`config.mk`:
```
export PLATFORM = sky130hd
export DESIGN_NAME = alu_result_tx
export DESIGN_NICKNAME = d
export VERILOG_FILES = /design/src/rtl/alu_tx_pkg.sv /design/src/rtl/alu_tx_bit_timer.sv /design/src/rtl/alu_result_tx.sv
export SDC_FILE = /design/constraint.sdc
export NUM_CORES = 1
export LEC_CHECK = 0
export ABC_CLOCK_PERIOD_IN_PS = 3600
export CELL_PAD_IN_SITES_DETAIL_PLACEMENT = 0
export CELL_PAD_IN_SITES_GLOBAL_PLACEMENT = 1
export CORE_ASPECT_RATIO = 1.4
export CORE_MARGIN = 3
export CORE_UTILIZATION = 41
export CTS_CLUSTER_SIZE = 14
export DETAILED_ROUTE_END_ITERATION = 7
export GPL_TIMING_DRIVEN = 0
export PLACE_DENSITY = 0.85
export REMOVE_ABC_BUFFERS = 1
export SLEW_MARGIN = 0
export SYNTH_ARGS = -nofsm -noshare
export SYNTH_HDL_FRONTEND = slang
export SYNTH_SLANG_ARGS = --single-unit
```
`constraint.sdc`:
```
create_clock -name clk -period 3.6 [get_ports clk]
set_clock_uncertainty 0.1 [all_clocks]
set_input_delay 0.9 -clock clk [delete_from_list [all_inputs] [get_ports clk]]
set_output_delay 0.9 -clock clk [all_outputs]
set_load 0.05 [all_outputs]
```
`src/rtl/alu_tx_pkg.sv`:
```
// alu_tx_pkg
//   Shared types and constants for the ALU result serial transmitter.
//   Holds the transmitter FSM state enum, the frame geometry (bytes per
//   frame, bits per byte) and the level the data line rests at when
//   released.
package alu_tx_pkg;

  typedef enum logic [2:0] {
    IDLE,
    SEND,
    PAR,
    ACK,
    FIN
  } tx_state_e;

  localparam int FRAME_BYTES = 2;
  localparam int BYTE_W      = 8;
  localparam logic SDA_IDLE  = 1'b1;

endpackage

```
`src/rtl/alu_tx_bit_timer.sv`:
```
// alu_tx_bit_timer
//   Divides clk into serial bit slots of BIT_DIV cycles each. The divider
//   is held at zero while disabled, so the first enabled cycle is always
//   the first cycle of a slot.
// Ports
//   clk        system clock, rising edge
//   rst        synchronous active-high reset
//   en         count enable (high while a frame is on the line)
//   bit_start  first cycle of the current slot
//   bit_end    last cycle of the current slot
module alu_tx_bit_timer
  import alu_tx_pkg::*;
#(
  parameter int BIT_DIV = 4
) (
  input  logic clk,
  input  logic rst,
  input  logic en,
  output logic bit_start,
  output logic bit_end
);

  localparam int DW = $clog2(BIT_DIV);
  localparam logic [DW-1:0] DIV_LAST = DW'(BIT_DIV - 1);

  logic [DW-1:0] div_q;

  always_ff @(posedge clk) begin
    if (rst || !en) begin
      div_q <= '0;
    end else if (div_q == DIV_LAST) begin
      div_q <= '0;
    end else begin
      div_q <= div_q + 1'b1;
    end
  end

  assign bit_start = en && (div_q == '0);
  assign bit_end   = en && (div_q == DIV_LAST);

endmodule

```
`src/rtl/alu_result_tx.sv`:
```
// alu_result_tx
//   Captures the 16-bit ALU result {sum2_i, sum1_i} over a valid/ready
//   handshake and shifts it out on sda_o as two bytes, high byte first,
//   MSB first. Each byte is followed by a released acknowledge slot in
//   which ack_n_i is sampled on the slot's last cycle; a NACK aborts the
//   frame. Build option ALU_TX_PARITY_EN inserts an even-parity slot after
//   each byte, ahead of its acknowledge slot.
// Ports
//   clk, rst      system clock; synchronous active-high reset
//   sum1_i        ALU low result byte
//   sum2_i        ALU high result byte
//   res_valid_i   result valid
//   res_ready_o   result can be accepted (IDLE, not in reset)
//   sda_o         serial data, rests high
//   sbit_o        strobe on the first cycle of every slot
//   ack_n_i       receiver acknowledge, 0 = ACK, 1 = NACK
//   busy_o        frame in progress
//   done_o        pulse when both bytes were acknowledged
//   nack_o        pulse when a frame was aborted by NACK
//
// state | meaning
// IDLE  | waiting for a result, ready high
// SEND  | shifting out the 8 bits of the current byte
// PAR   | parity slot for the current byte (ALU_TX_PARITY_EN only)
// ACK   | line released, ack_n_i sampled on last cycle
// FIN   | one-cycle done pulse
module alu_result_tx
  import alu_tx_pkg::*;
#(
  parameter int BIT_DIV = 4
) (
  input  logic       clk,
  input  logic       rst,
  input  logic [7:0] sum1_i,
  input  logic [7:0] sum2_i,
  input  logic       res_valid_i,
  output logic       res_ready_o,
  output logic       sda_o,
  output logic       sbit_o,
  input  logic       ack_n_i,
  output logic       busy_o,
  output logic       done_o,
  output logic       nack_o
);

  localparam int SR_W = FRAME_BYTES * BYTE_W;
  localparam logic [3:0] LAST_BIT  = 4'(BYTE_W - 1);
  localparam logic       LAST_BYTE = 1'(FRAME_BYTES - 1);

  tx_state_e       state_q, state_d;
  logic [SR_W-1:0] sreg_q;
  logic [3:0]      bit_cnt_q;
  logic            byte_q;
  logic            nack_q;
  logic            timer_en;
  logic            bit_start;
  logic            bit_end;
`ifdef ALU_TX_PARITY_EN
  logic            par_q;
`endif

  assign timer_en = (state_q == SEND) || (state_q == PAR) || (state_q == ACK);

  alu_tx_bit_timer #(
    .BIT_DIV(BIT_DIV)
  ) u_bit_timer (
    .clk      (clk),
    .rst      (rst),
    .en       (timer_en),
    .bit_start(bit_start),
    .bit_end  (bit_end)
  );

  always_ff @(posedge clk) begin
    if (rst) begin
      state_q <= IDLE;
    end else begin
      state_q <= state_d;
    end
  end

  always_comb begin
    state_d     = state_q;
    sda_o       = SDA_IDLE;
    res_ready_o = 1'b0;
    busy_o      = 1'b1;
    done_o      = 1'b0;
    case (state_q)
      IDLE: begin
        busy_o      = 1'b0;
        res_ready_o = !rst;
        if (res_valid_i) state_d = SEND;
      end
      SEND: begin
        sda_o = sreg_q[SR_W-1];
        if (bit_end && (bit_cnt_q == LAST_BIT)) begin
`ifdef ALU_TX_PARITY_EN
          state_d = PAR;
`else
          state_d = ACK;
`endif
        end
      end
      PAR: begin
`ifdef ALU_TX_PARITY_EN
        sda_o = par_q;
`endif
        if (bit_end) state_d = ACK;
      end
      ACK: begin
        if (bit_end) begin
          if (ack_n_i)                 state_d = IDLE;
          else if (byte_q == LAST_BYTE) state_d = FIN;
          else                         state_d = SEND;
        end
      end
      FIN: begin
        done_o  = 1'b1;
        state_d = IDLE;
      end
      default: state_d = IDLE;
    endcase
  end

  assign sbit_o = bit_start;
  assign nack_o = nack_q;

  // Data already shifted out is never needed again, so the register simply
  // shifts left; after byte 0 the low byte sits in the top bits.
  always_ff @(posedge clk) begin
    if (rst) begin
      sreg_q    <= '0;
      bit_cnt_q <= '0;
      byte_q    <= 1'b0;
      nack_q    <= 1'b0;
`ifdef ALU_TX_PARITY_EN
      par_q     <= 1'b0;
`endif
    end else begin
      nack_q <= (state_q == ACK) && bit_end && ack_n_i;
      case (state_q)
        IDLE: begin
          if (res_valid_i) begin
            sreg_q    <= {sum2_i, sum1_i};
            bit_cnt_q <= '0;
            byte_q    <= 1'b0;
`ifdef ALU_TX_PARITY_EN
            par_q     <= 1'b0;
`endif
          end
        end
        SEND: begin
          if (bit_end) begin
            sreg_q    <= {sreg_q[SR_W-2:0], 1'b0};
            bit_cnt_q <= bit_cnt_q + 4'd1;
`ifdef ALU_TX_PARITY_EN
            par_q     <= par_q ^ sreg_q[SR_W-1];
`endif
          end
        end
        ACK: begin
          if (bit_end && !ack_n_i && (byte_q != LAST_BYTE)) begin
            bit_cnt_q <= '0;
            byte_q    <= 1'b1;
`ifdef ALU_TX_PARITY_EN
            par_q     <= 1'b0;
`endif
          end
        end
        default: ;
      endcase
    end
  end

endmodule
```
**Word level (Yosys, flattened, before mapping)**

Cells that the tools add are included.

- Output and inout port bits: 6
- Bits of input ports: 20
- Logic and storage cells: 65
- Register bits: 27

- Add/subtract/negate cells: 2
- Bitwise gates (word level): 1
- Equality and inequality tests: 12
- Reductions and logical operators: 23
- Multiplexer cells: 21

Operators with widths:

| kind | count |
|---|---|
| 16-bit two-way mux | 2 |
| 16-bit case mux with 2 select lines | 1 |
| 3-bit two-way mux | 6 |
| 4-bit two-way mux | 3 |
| 3-bit case mux with 4 select lines | 1 |
| 4-bit case mux with 3 select lines | 1 |
| 2-bit inequality test (second input constant) | 4 |
| 4-bit AND reduction | 2 |
| 1-bit logical AND | 7 |
| 3-bit by 2-bit == test with 1-bit output (second input constant) | 2 |
| 1-bit two-way mux | 6 |
| 3-bit AND reduction | 2 |
| 4-bit by 1-bit adder with 4-bit output (second input constant) | 1 |
| 4-bit by 3-bit == test with 1-bit output (second input constant) | 1 |
| 2-bit by 1-bit inequality test with 1-bit output (second input constant) | 2 |
| 2-bit nonzero test | 2 |
| 3-bit by 1-bit == test with 1-bit output (second input constant) | 1 |
| 3-bit == test (second input constant) | 1 |
| 1-bit zero test | 3 |
| 3-bit zero test | 1 |
| 1-bit logical OR | 3 |
| 3-bit nonzero test | 1 |
| 2-bit by 1-bit adder with 2-bit output (second input constant) | 1 |
| 2-bit == test (second input constant) | 1 |
| 4 further kinds | 4 |

**Longest topological paths before layout**

Gate-level depths: netlist of run 1.

- Depth in word-level cells: 8
- Gate-level depth with buffers: 6
- Mapped depth without buffers: 4

**Cells and area by module**

From an unflattened synthesis of run 1, not the netlist that was laid out.

- Cell total of the unflattened synthesis: 161
- Area total of the unflattened synthesis: 1437.6 µm²

Modules (own cells, without submodules):

| module | area each (µm²) | seq. area each (µm²) | instances | cells each |
|---|---|---|---|---|
| alu_result_tx | 1325.0 | 500.5 | 1 | 151 |
| alu_tx_bit_timer | 112.6 | 40.0 | 1 | 10 |

**Least setup slack after synthesis of run 1**

OpenSTA, ideal clock, no wires.

- Path kind: input to output
- From: input port rst
- To: output port res_ready_o
- Required time: 2.600 ns
- Buffers on the path: 2
- Arrival: 1.971 ns
- Setup slack: 0.629 ns
- Stages on the path: 3
- Path through: clkbuf_1 buf_1 nor2_1

- Longest elaborated chain between the ends: 2

Ends and longest elaborated chain:

| item | line | RTL |
|---|---|---|
| start: declaration | alu_result_tx.sv:33 | `input logic rst,` |
| 1-bit zero test | alu_result_tx.sv:91 | `res_ready_o = !rst;` |
| 1-bit two-way mux | alu_result_tx.sv:88 | `case (state_q)` |
| end: declaration | alu_result_tx.sv:37 | `output logic res_ready_o,` |

No other way between the ends.

**Final worst setup path of run 1**

- From: register state_q[0]
- To: output port sda_o

- Longest elaborated chain between the ends: 2

Ends and longest elaborated chain:

| item | line | RTL |
|---|---|---|
| start: declaration | alu_result_tx.sv:50 | `tx_state_e state_q, state_d;` |
| start signal: assignment | alu_result_tx.sv:78 | `state_q <= state_d;` |
| 3-bit by 1-bit == test with 1-bit output | alu_result_tx.sv:88 |  |
| 1-bit two-way mux | alu_result_tx.sv:88 |  |
| end: declaration | alu_result_tx.sv:38 | `output logic sda_o,` |

No other way between the ends.

==> flow_summary.yaml, run 1 <==
floorplan:
  design.die.area_mm2: 0.00416
  die_h_um: 75.1
  pin_count: 26
  fp-row-count: 24
  coreArea_mm2: 0.00318
  die_w_um: 55.3
  start_util: 0.439
clock_network:
  cts_sinks: 27
  cts_tree: "built"
  clk_pin_slew_ns: 0.09
  clockBufferDepth: 2
  ctsRootBufferMaster: "clkbuf_8"
  insertion_delay_ns: 0.27
  ctsHoldBuffers: 0
  cts_max_level: 1
  numCtsBuffers: 3
detailed_routing:
  post_drt_wl_per_cell_um: 13.7
  drc_errors: 0
  ant_nets: 0
  routed_wirelength_mm: 2.93
  drtIter0Drc: 20
  vias: 1196
  viasPerCell: 5.62
  dr.pass1.iters: 4
yosys:
  synth_ff_type: "dfxtp_1"
  async_flop_share: 0
  synth_area_mm2: 0.00140
  synth_seq_cells: 27
  synth_area_per_cell_um2: 8.85
  synth_cell_type_count: 43
  ys.warnings.count: 0
  seq_area_frac_synth: 0.387
  synth_edf_count: 0
  postSynthCellCount: 158
global_route:
  grt_max_degree: 27
  grt_usage: 0.142
  grt_pass1_vias: 1149
  grt_pass1_wl_mm: 4.85
  antenna_found_initial: 0
  gr-total-overflow: 0
finish:
  fin_cells: 213
  fin_area_mm2: 0.00166
  fin_util: 0.523
  n_antenna_cell: 0
  final_common_cell: "nand2_1"
  layout_common_cells: "nand2_1, dfxtp_1, clkdlybuf4s50_1, a21oi_1, a311oi_2"
  area_growth_pct: 19.1
  drive_above_1_share: 0.115
  layout.nets: 198
timing:
  final_max_slew_viol_count: 0
  slew_headroom: 0.510
  hold_slack_ns: 0.367
  fin_crit_sh: 0.931
  finalCriticalPeriod_ns: 3.35
  finalHoldViolations: 0
  worst_pin_slew_ns: 0.734
  max_freq_ghz: 0.298
  setup_viol: 0
  rsz0062_at_grt: "false"
pwr:
  irDropWorstVdd_uv: 189
  cellPowerDensity_mw_per_mm2: 369
  power_leakage_nw: 0.575
critical_path:
  worstSetupStartpointType: "flop"
  ff2ff_path_depth: 3
  endpoint_kind: "output pin"
  reg2reg_from: "state_q[1]"
  timing_worst_setup_path_type: "flop to output pin"
  arrival_ns: 2.35
  cp.required_ns: 2.60
  cp-startpoint: "state_q[0]"
  critPathMaxFanout: 18
hold_path:
  hold_depth: 1
  worstHoldStart: "u_bit_timer.div_q[0]"
  hold_path_class: "flop to flop"
placed_design:
  numPortBuffers: 25
  hpwl_mm: 2.01
  dp.cells: 209
  place_area_mm2: 0.00162
  gp_congestion: 0.795
run:
  drv_cap: 0
status:
  status: "finished clean"
[metrics by stage]
stage	total power [W]	setup slack (ns)	setup TNS (ns)
floorplan	0.000403	0.777	0
CTS	0.000623	0.205	0
global placement	0.000447	-0.339	-0.339
detailed placement	0.000450	-0.385	-0.385
finish	0.000614	0.248	0
global route	0.000642	0.122	0
[cells in the mapped netlist, drive strengths merged, types with 2 or more instances]
library cell,count,area [um^2]
nand2,35,131
dfxtp,27,541
a21oi,17,85.1
a311oi,16,203
buf,10,67.6
nor2,8,32.5
inv,4,15.0
and2,3,21.3
clkbuf,3,11.3
ha,3,37.5
nand2b,3,18.8
nor3b,2,26.3
nor4b,2,17.5
o21ai,2,10.0
or2,2,12.5
[critical path: stages, from the launching register on]
cell and delay [ns]:
dfxtp_1 0.54, nor3b_4 0.69, nand2b_1 0.13, clkdlybuf4s50_1 0.73
[where the power goes]
| part | total (W) | internal (W) | switching (W) |
|---|---|---|---|
| Clock | 0.000172 | 0.0000793 | 0.0000924 |
| Sequential | 0.000325 | 0.000315 | 0.0000105 |
| Combinational | 0.000116 | 0.0000547 | 0.0000617 |
| Total | 0.000614 | 0.000449 | 0.000165 |
[routing by layer]
metal / vias to the layer above / part of all wire / track usage
li1: 601 / - / -
met1: 572 / 0.45 / 0.152
met2: 19 / 0.51 / 0.280
met3: 4 / 0.032 / 0.0223
met4: 0 / 0.0079 / 0.0486
met5: - / 0 / 0
[cells by family (layout without fill, tap and decap cells)]
kind of cell / count (synthesis) / in the layout / share of synthesized area
simple gates: 64 / 64 / 0.231
compound gates: 45 / 45 / 0.270
flops: 27 / 27 / 0.387
buf+inv: 17 / 33 / 0.0671
fa+ha+maj: 3 / 3 / 0.0269
mux: 2 / 2 / 0.0179
[registers in the layout (all words and copies together) (netlist names)]
signal	cells
bit_cnt_q	4
byte_q	1
u_bit_timer.div_q	2
state_q	3
nack_o	1
sreg_q	16
[layout make-up]
class	instances	area, um^2
clock buffers	4	45.0
fillers	327	1520
inverters	4	15.0
multi-input cells	114	763
flip-flops and latches	27	541
well taps	39	48.8
repair buffers	25	251
[worst paths after layout]
path	end	slack, ns
worst max register to register	sreg_q[1]	1.68
worst max-delay path	sda_o	0.25
worst min register to register	u_bit_timer.div_q[0]	0.37
worst min-delay path	u_bit_timer.div_q[0]	0.37
[repair_timing]
action,CTS,global route
buffers inserted,0,0
hold endpoints to repair,0,0
setup endpoints to repair,1,0
resized for setup,3,0
No activity file was read; power rests on OpenSTA's default activity.
==> run 2, diff against run 1 <==
--- a/config.mk
+++ b/config.mk
@@ -5,16 +5,16 @@
 export SDC_FILE = /design/constraint.sdc
 export NUM_CORES = 1
 export LEC_CHECK = 0
-export ABC_CLOCK_PERIOD_IN_PS = 3600
+export ABC_CLOCK_PERIOD_IN_PS = 3700
 export CELL_PAD_IN_SITES_DETAIL_PLACEMENT = 0
 export CELL_PAD_IN_SITES_GLOBAL_PLACEMENT = 1
 export CORE_ASPECT_RATIO = 1.4
 export CORE_MARGIN = 3
-export CORE_UTILIZATION = 41
+export CORE_UTILIZATION = 38
 export CTS_CLUSTER_SIZE = 14
 export DETAILED_ROUTE_END_ITERATION = 7
 export GPL_TIMING_DRIVEN = 0
-export PLACE_DENSITY = 0.85
+export PLACE_DENSITY = 0.8
 export REMOVE_ABC_BUFFERS = 1
 export SLEW_MARGIN = 0
 export SYNTH_ARGS = -nofsm -noshare
==> constraint.sdc (replaced) <==
create_clock -name clk -period 3.7 [get_ports clk]
set_clock_uncertainty 0.1 [all_clocks]
set_input_delay 0.925 -clock clk [delete_from_list [all_inputs] [get_ports clk]]
set_output_delay 0.925 -clock clk [all_outputs]
set_load 0.05 [all_outputs]
==> run 2 against run 1 <==
Worst hold slack worse by 0.0038 ns; critical path depth unchanged; global-route usage down 0.59 points; sequential share of layout area about the same; cell count up 0.47%; non-clock buffer count unchanged; design area about the same; register-to-register slack better by 0.09 ns; total power down 2.7%; critical path type is now input port to output pin; critical endpoint is now res_ready_o.
==> flow_summary.yaml, run 2 (synthesis results as in run 1) <==
detailed_routing:
  drc_errors: 0
  post_drt_wl_per_cell_um: 14.0
  routed_wirelength_mm: 2.99
  dr.pass1.iters: 4
  viasPerCell: 5.69
  drtIter0Drc: 38
  vias: 1217
  ant_nets: 0
pwr:
  combPwrFrac: 0.191
  p_total_w: 0.000597
  irDropWorstVdd_uv: 270
  p_clk_frac: 0.278
  p_switching_w: 0.000160
  pwr-share-seq: 0.530
  cellPowerDensity_mw_per_mm2: 358
  intPower_w: 0.000437
  netSwitchingFraction: 0.268
  power_leakage_nw: 0.575
global_route:
  use_met2: 0.232
  antenna_found_initial: 0
  grt_use_met3: 0.0200
  grt_pass1_vias: 1125
  gr-total-overflow: 0
  use_met1: 0.164
  top_usage_layer: "met2"
  grt_pass1_wl_mm: 4.87
  grt_usage: 0.136
  grt_max_degree: 27
timing:
  finalSetupTns_ns: 0
  finalHoldViolations: 0
  max_freq_ghz: 0.293
  slew_headroom: 0.503
  setup_viol: 0
  finalCriticalPeriod_ns: 3.42
  rsz0062_at_grt: "false"
  final_max_slew_viol_count: 0
  fin_crit_sh: 0.923
  worst_pin_slew_ns: 0.744
floorplan:
  pin_count: 26
  design.die.area_mm2: 0.00445
  fp-row-count: 25
  start_util: 0.406
  coreArea_mm2: 0.00344
  die_h_um: 77.8
  die_w_um: 57.3
clock_network:
  clk_pin_slew_ns: 0.09
  cts_sinks: 27
  ctsHoldBuffers: 0
  ctsResizeCount: 3
  cts_tree: "built"
  ctsRootBufferMaster: "clkbuf_8"
  cts_max_level: 1
  insertion_delay_ns: 0.27
  numCtsBuffers: 3
  postCtsSetupBuffers: 0
  clockBufferDepth: 2
finish:
  final_common_cell: "nand2_1"
  largest-register: "sreg_q"
  layout.nets: 198
  drive_above_1_share: 0.115
  fin_cells: 214
  reg_top3: "sreg_q: 16 flops, bit_cnt_q: 4 flops, state_q: 3 flops"
  largest_reg_flops: 16
  fin_area_mm2: 0.00167
  n_antenna_cell: 0
  layout_common_cells: "nand2_1, dfxtp_1, clkdlybuf4s50_1, a21oi_1, a311oi_2"
  area_growth_pct: 19.2
critical_path:
  cp_slowest_stage_delay_ns: 0.82
  cpMaxStageDelayCell: "clkdlybuf4s50_1"
  endpoint_kind: "output pin"
  rrSetupSlack_ns: 1.77
  timing_worst_setup_path_type: "input port to output pin"
  ff2ff_path_depth: 3
  r2r-end: "sreg_q[11]"
  reg2reg_from: "state_q[1]"
  crit_family: "buffers and inverters"
  critPathMaxFanout: 26
  cp.required_ns: 2.67
  critPathBufInv: 2
  arrival_ns: 2.39
  crit_chain: "clkdlybuf4s15_2 -> nor2_1 -> clkdlybuf4s50_1"
  endpoint: "res_ready_o"
  cp-startpoint: "rst"
  critical_path_cell_count: 3
  worstSetupStartpointType: "input port"
status:
  status: "finished clean"
placed_design:
  place_area_mm2: 0.00162
  dp.cells: 210
  hpwl_mm: 2.06
  numPortBuffers: 25
  gp_congestion: 0.705
hold_path:
  hold_path_class: "flop to flop"
run:
  drv_cap: 0
-- run 2: how the worst min path moves through the flow --
stage / slack, ns / start / endpoint / cells after the start
2_1_floorplan: 0.33 / u_bit_timer.div_q[0] / u_bit_timer.div_q[0] / 1
6_report: 0.36 / u_bit_timer.div_q[0] / u_bit_timer.div_q[0] / 1
3_5_place_dp: 0.35 / u_bit_timer.div_q[0] / u_bit_timer.div_q[0] / 1
5_1_grt: 0.41 / u_bit_timer.div_q[0] / u_bit_timer.div_q[0] / 1
3_3_place_gp: 0.33 / u_bit_timer.div_q[0] / u_bit_timer.div_q[0] / 1
4_1_cts: 0.37 / u_bit_timer.div_q[0] / u_bit_timer.div_q[0] / 1
-- run 2: layer usage --
metal / wire length (um) / vias to the layer above / part of all wire
met4: 31 / 0 / 0.010
met5: 0 / - / 0
li1: - / 601 / -
met2: 1590 / 32 / 0.53
met1: 1240 / 580 / 0.41
met3: 133 / 4 / 0.044
-- run 2: power groups by stage --
stage,Combinational (W),Sequential [W],Clock [W]
after floorplan,0.0000715,0.000320,0
after global placement,0.000112,0.000322,0
after detailed placement,0.000115,0.000323,0
after CTS,0.000115,0.000316,0.000174
after global routing,0.000124,0.000318,0.000184
final,0.000114,0.000317,0.000166
-- run 2: layout make-up --
type	instances	area, um^2
inverters	4	15.0
flip-flops and latches	27	541
clock buffers	4	45.0
repair buffers	25	251
multi-input cells	114	763
fillers	349	1780
well taps	40	50.0
-- run 2: metrics by stage --
stage	utilization	hold slack [ns]	setup WS [ns]
floorplan	-	0.326	0.852
global placement	0.471	0.335	-0.309
detailed placement	0.471	0.353	-0.333
CTS	0.484	0.370	0.268
global route	0.484	0.409	0.194
finish	0.484	0.363	0.284
==> run 3, diff against run 2 <==
--- a/config.mk
+++ b/config.mk
@@ -10,11 +10,11 @@
 export CELL_PAD_IN_SITES_GLOBAL_PLACEMENT = 1
 export CORE_ASPECT_RATIO = 1.4
 export CORE_MARGIN = 3
-export CORE_UTILIZATION = 38
+export CORE_UTILIZATION = 25
 export CTS_CLUSTER_SIZE = 14
 export DETAILED_ROUTE_END_ITERATION = 7
 export GPL_TIMING_DRIVEN = 0
-export PLACE_DENSITY = 0.8
+export PLACE_DENSITY = 0.57
 export REMOVE_ABC_BUFFERS = 1
 export SLEW_MARGIN = 0
 export SYNTH_ARGS = -nofsm -noshare
==> run 3 against run 2 <==
Sequential power hardly changed; count of clock-buffer cells in the layout is 1 lower; critical path depth stayed put; critical endpoint unchanged; routed wire length is 5.4% higher.
==> flow_summary.yaml, run 3 (synthesis results as in run 1) <==
timing:
  setup_slack_ns: 0.265
  hold_slack_ns: 0.373
  rsz0062_at_grt: "false"
  worst_pin_slew_ns: 0.779
  slew_headroom: 0.480
  fin_crit_sh: 0.928
  final_max_slew_viol_count: 0
  setup_viol: 0
  max_freq_ghz: 0.291
  finalCriticalPeriod_ns: 3.44
  finalHoldViolations: 0
placed_design:
  dp.cells: 236
  pre_cts_ws_ns: -0.388
  numPortBuffers: 25
  gp_congestion: 0.718
  hpwl_mm: 2.19
pwr:
  intPower_w: 0.000435
  power_leakage_nw: 0.577
  pwr-share-seq: 0.529
  irDropWorstVdd_uv: 183
  p_switching_w: 0.000163
  combPwrFrac: 0.192
  netSwitchingFraction: 0.272
  p_clk_frac: 0.279
  cellPowerDensity_mw_per_mm2: 352
detailed_routing:
  drtIter0Drc: 39
  viasPerCell: 4.97
  routed_wirelength_mm: 3.15
  vias: 1192
  ant_nets: 0
  post_drt_wl_per_cell_um: 13.1
  dr.pass1.iters: 4
  drc_errors: 0
floorplan:
  die_w_um: 69.2
  start_util: 0.265
  design.die.area_mm2: 0.00654
  fp-row-count: 31
  coreArea_mm2: 0.00528
  pin_count: 26
  die_h_um: 94.5
finish:
  final_common_cell: "nand2_1"
  reg_top3: "sreg_q: 16 flops, bit_cnt_q: 4 flops, state_q: 3 flops"
  multiInputGateArea_um2: 763
  area_growth_pct: 21.6
  fillers: 574
  fin_cells: 240
  drive_above_1_share: 0.121
  largest-register: "sreg_q"
  layout_common_cells: "nand2_1, dfxtp_1, clkdlybuf4s50_1, a21oi_1, a311oi_2"
  layout.nets: 198
  largest_reg_flops: 16
  n_antenna_cell: 0
  area.sequential_um2: 541
global_route:
  grt_max_degree: 27
  gr-total-overflow: 0
  antenna_found_initial: 0
  grt_use_met3: 0.0160
  use_met2: 0.186
  use_met1: 0.119
  top_usage_layer: "met2"
  grt_pass1_wl_mm: 5.51
  grt_pass1_vias: 1222
  grt_usage: 0.0997
critical_path:
  timing_worst_setup_path_type: "input port to output pin"
  worstSetupStartpointType: "input port"
  cp.required_ns: 2.67
  critPathMaxFanout: 26
  endpoint_kind: "output pin"
  arrival_ns: 2.41
clock_network:
  cts_max_level: 1
  clockBufferDepth: 2
  numCtsBuffers: 3
  cts_sinks: 27
  insertion_delay_ns: 0.27
  cts_tree: "built"
  ctsHoldBuffers: 0
  ctsRootBufferMaster: "clkbuf_8"
  clk_pin_slew_ns: 0.09
run:
  drv_cap: 0
hold_path:
  hold_path_class: "flop to flop"
status:
  status: "finished clean"
run 3: cell count changes in the layout (fill, tap and decap cells not counted), sizes merged:
cell,change
clkinv,+1
clkbuf,-1
run 3: worst max-delay path: stages:
cell and delay [ns]:
clkdlybuf4s15_2 0.46, nor2_1 0.20, clkdlybuf4s50_1 0.81
run 3: timing repair:
item	CTS	global route
gates resized for setup	3	0
hold endpoints to repair	0	0
buffers inserted	0	0
setup endpoints to repair	1	0
run 3: area by class of cell:
type,instances,area share
multi-input cells,114,0.449
flip-flops and latches,27,0.318
inverters,4,0.00884
repair buffers,25,0.148
clock buffers,3,0.0243
well taps,66,0.0486
clock inverters,1,0.00295
run 3: metal layers:
layer,up-vias,share of wire
met2,23,0.49
met4,0,0.0057
met1,564,0.47
met3,2,0.038
li1,603,-
met5,-,0
run 3: power groups by stage:
stage	Sequential [W]	Combinational, W	Clock, W
global placement	0.000323	0.000115	0
CTS	0.000317	0.000116	0.000174
global route	0.000319	0.000127	0.000180
finish	0.000316	0.000115	0.000167
floorplan	0.000320	0.0000715	0
detailed placement	0.000323	0.000117	0
run 3: path summary, 6_finish.rpt:
| check | startpoint | to | slack [ns] | cells past startpoint |
|---|---|---|---|---|
| setup / recovery | rst | res_ready_o | 0.26 | 3 |
| hold / removal | u_bit_timer.div_q[0] | u_bit_timer.div_q[0] | 0.37 | 1 |
| setup reg to reg | state_q[1] | sreg_q[2] | 1.74 | 3 |
| hold reg to reg | u_bit_timer.div_q[0] | u_bit_timer.div_q[0] | 0.37 | 1 |
run 3: per-stage QoR:
stage	instance area [um^2]	TNS, ns	power (W)	util
2_1_floorplan	1320	0	0.000392	-
5_1_grt	1700	0	0.000626	0.322
6_report	1700	0	0.000598	0.322
3_3_place_gp	1650	-0.351	0.000437	0.313
3_5_place_dp	1650	-0.388	0.000440	0.313
4_1_cts	1700	0	0.000607	0.322
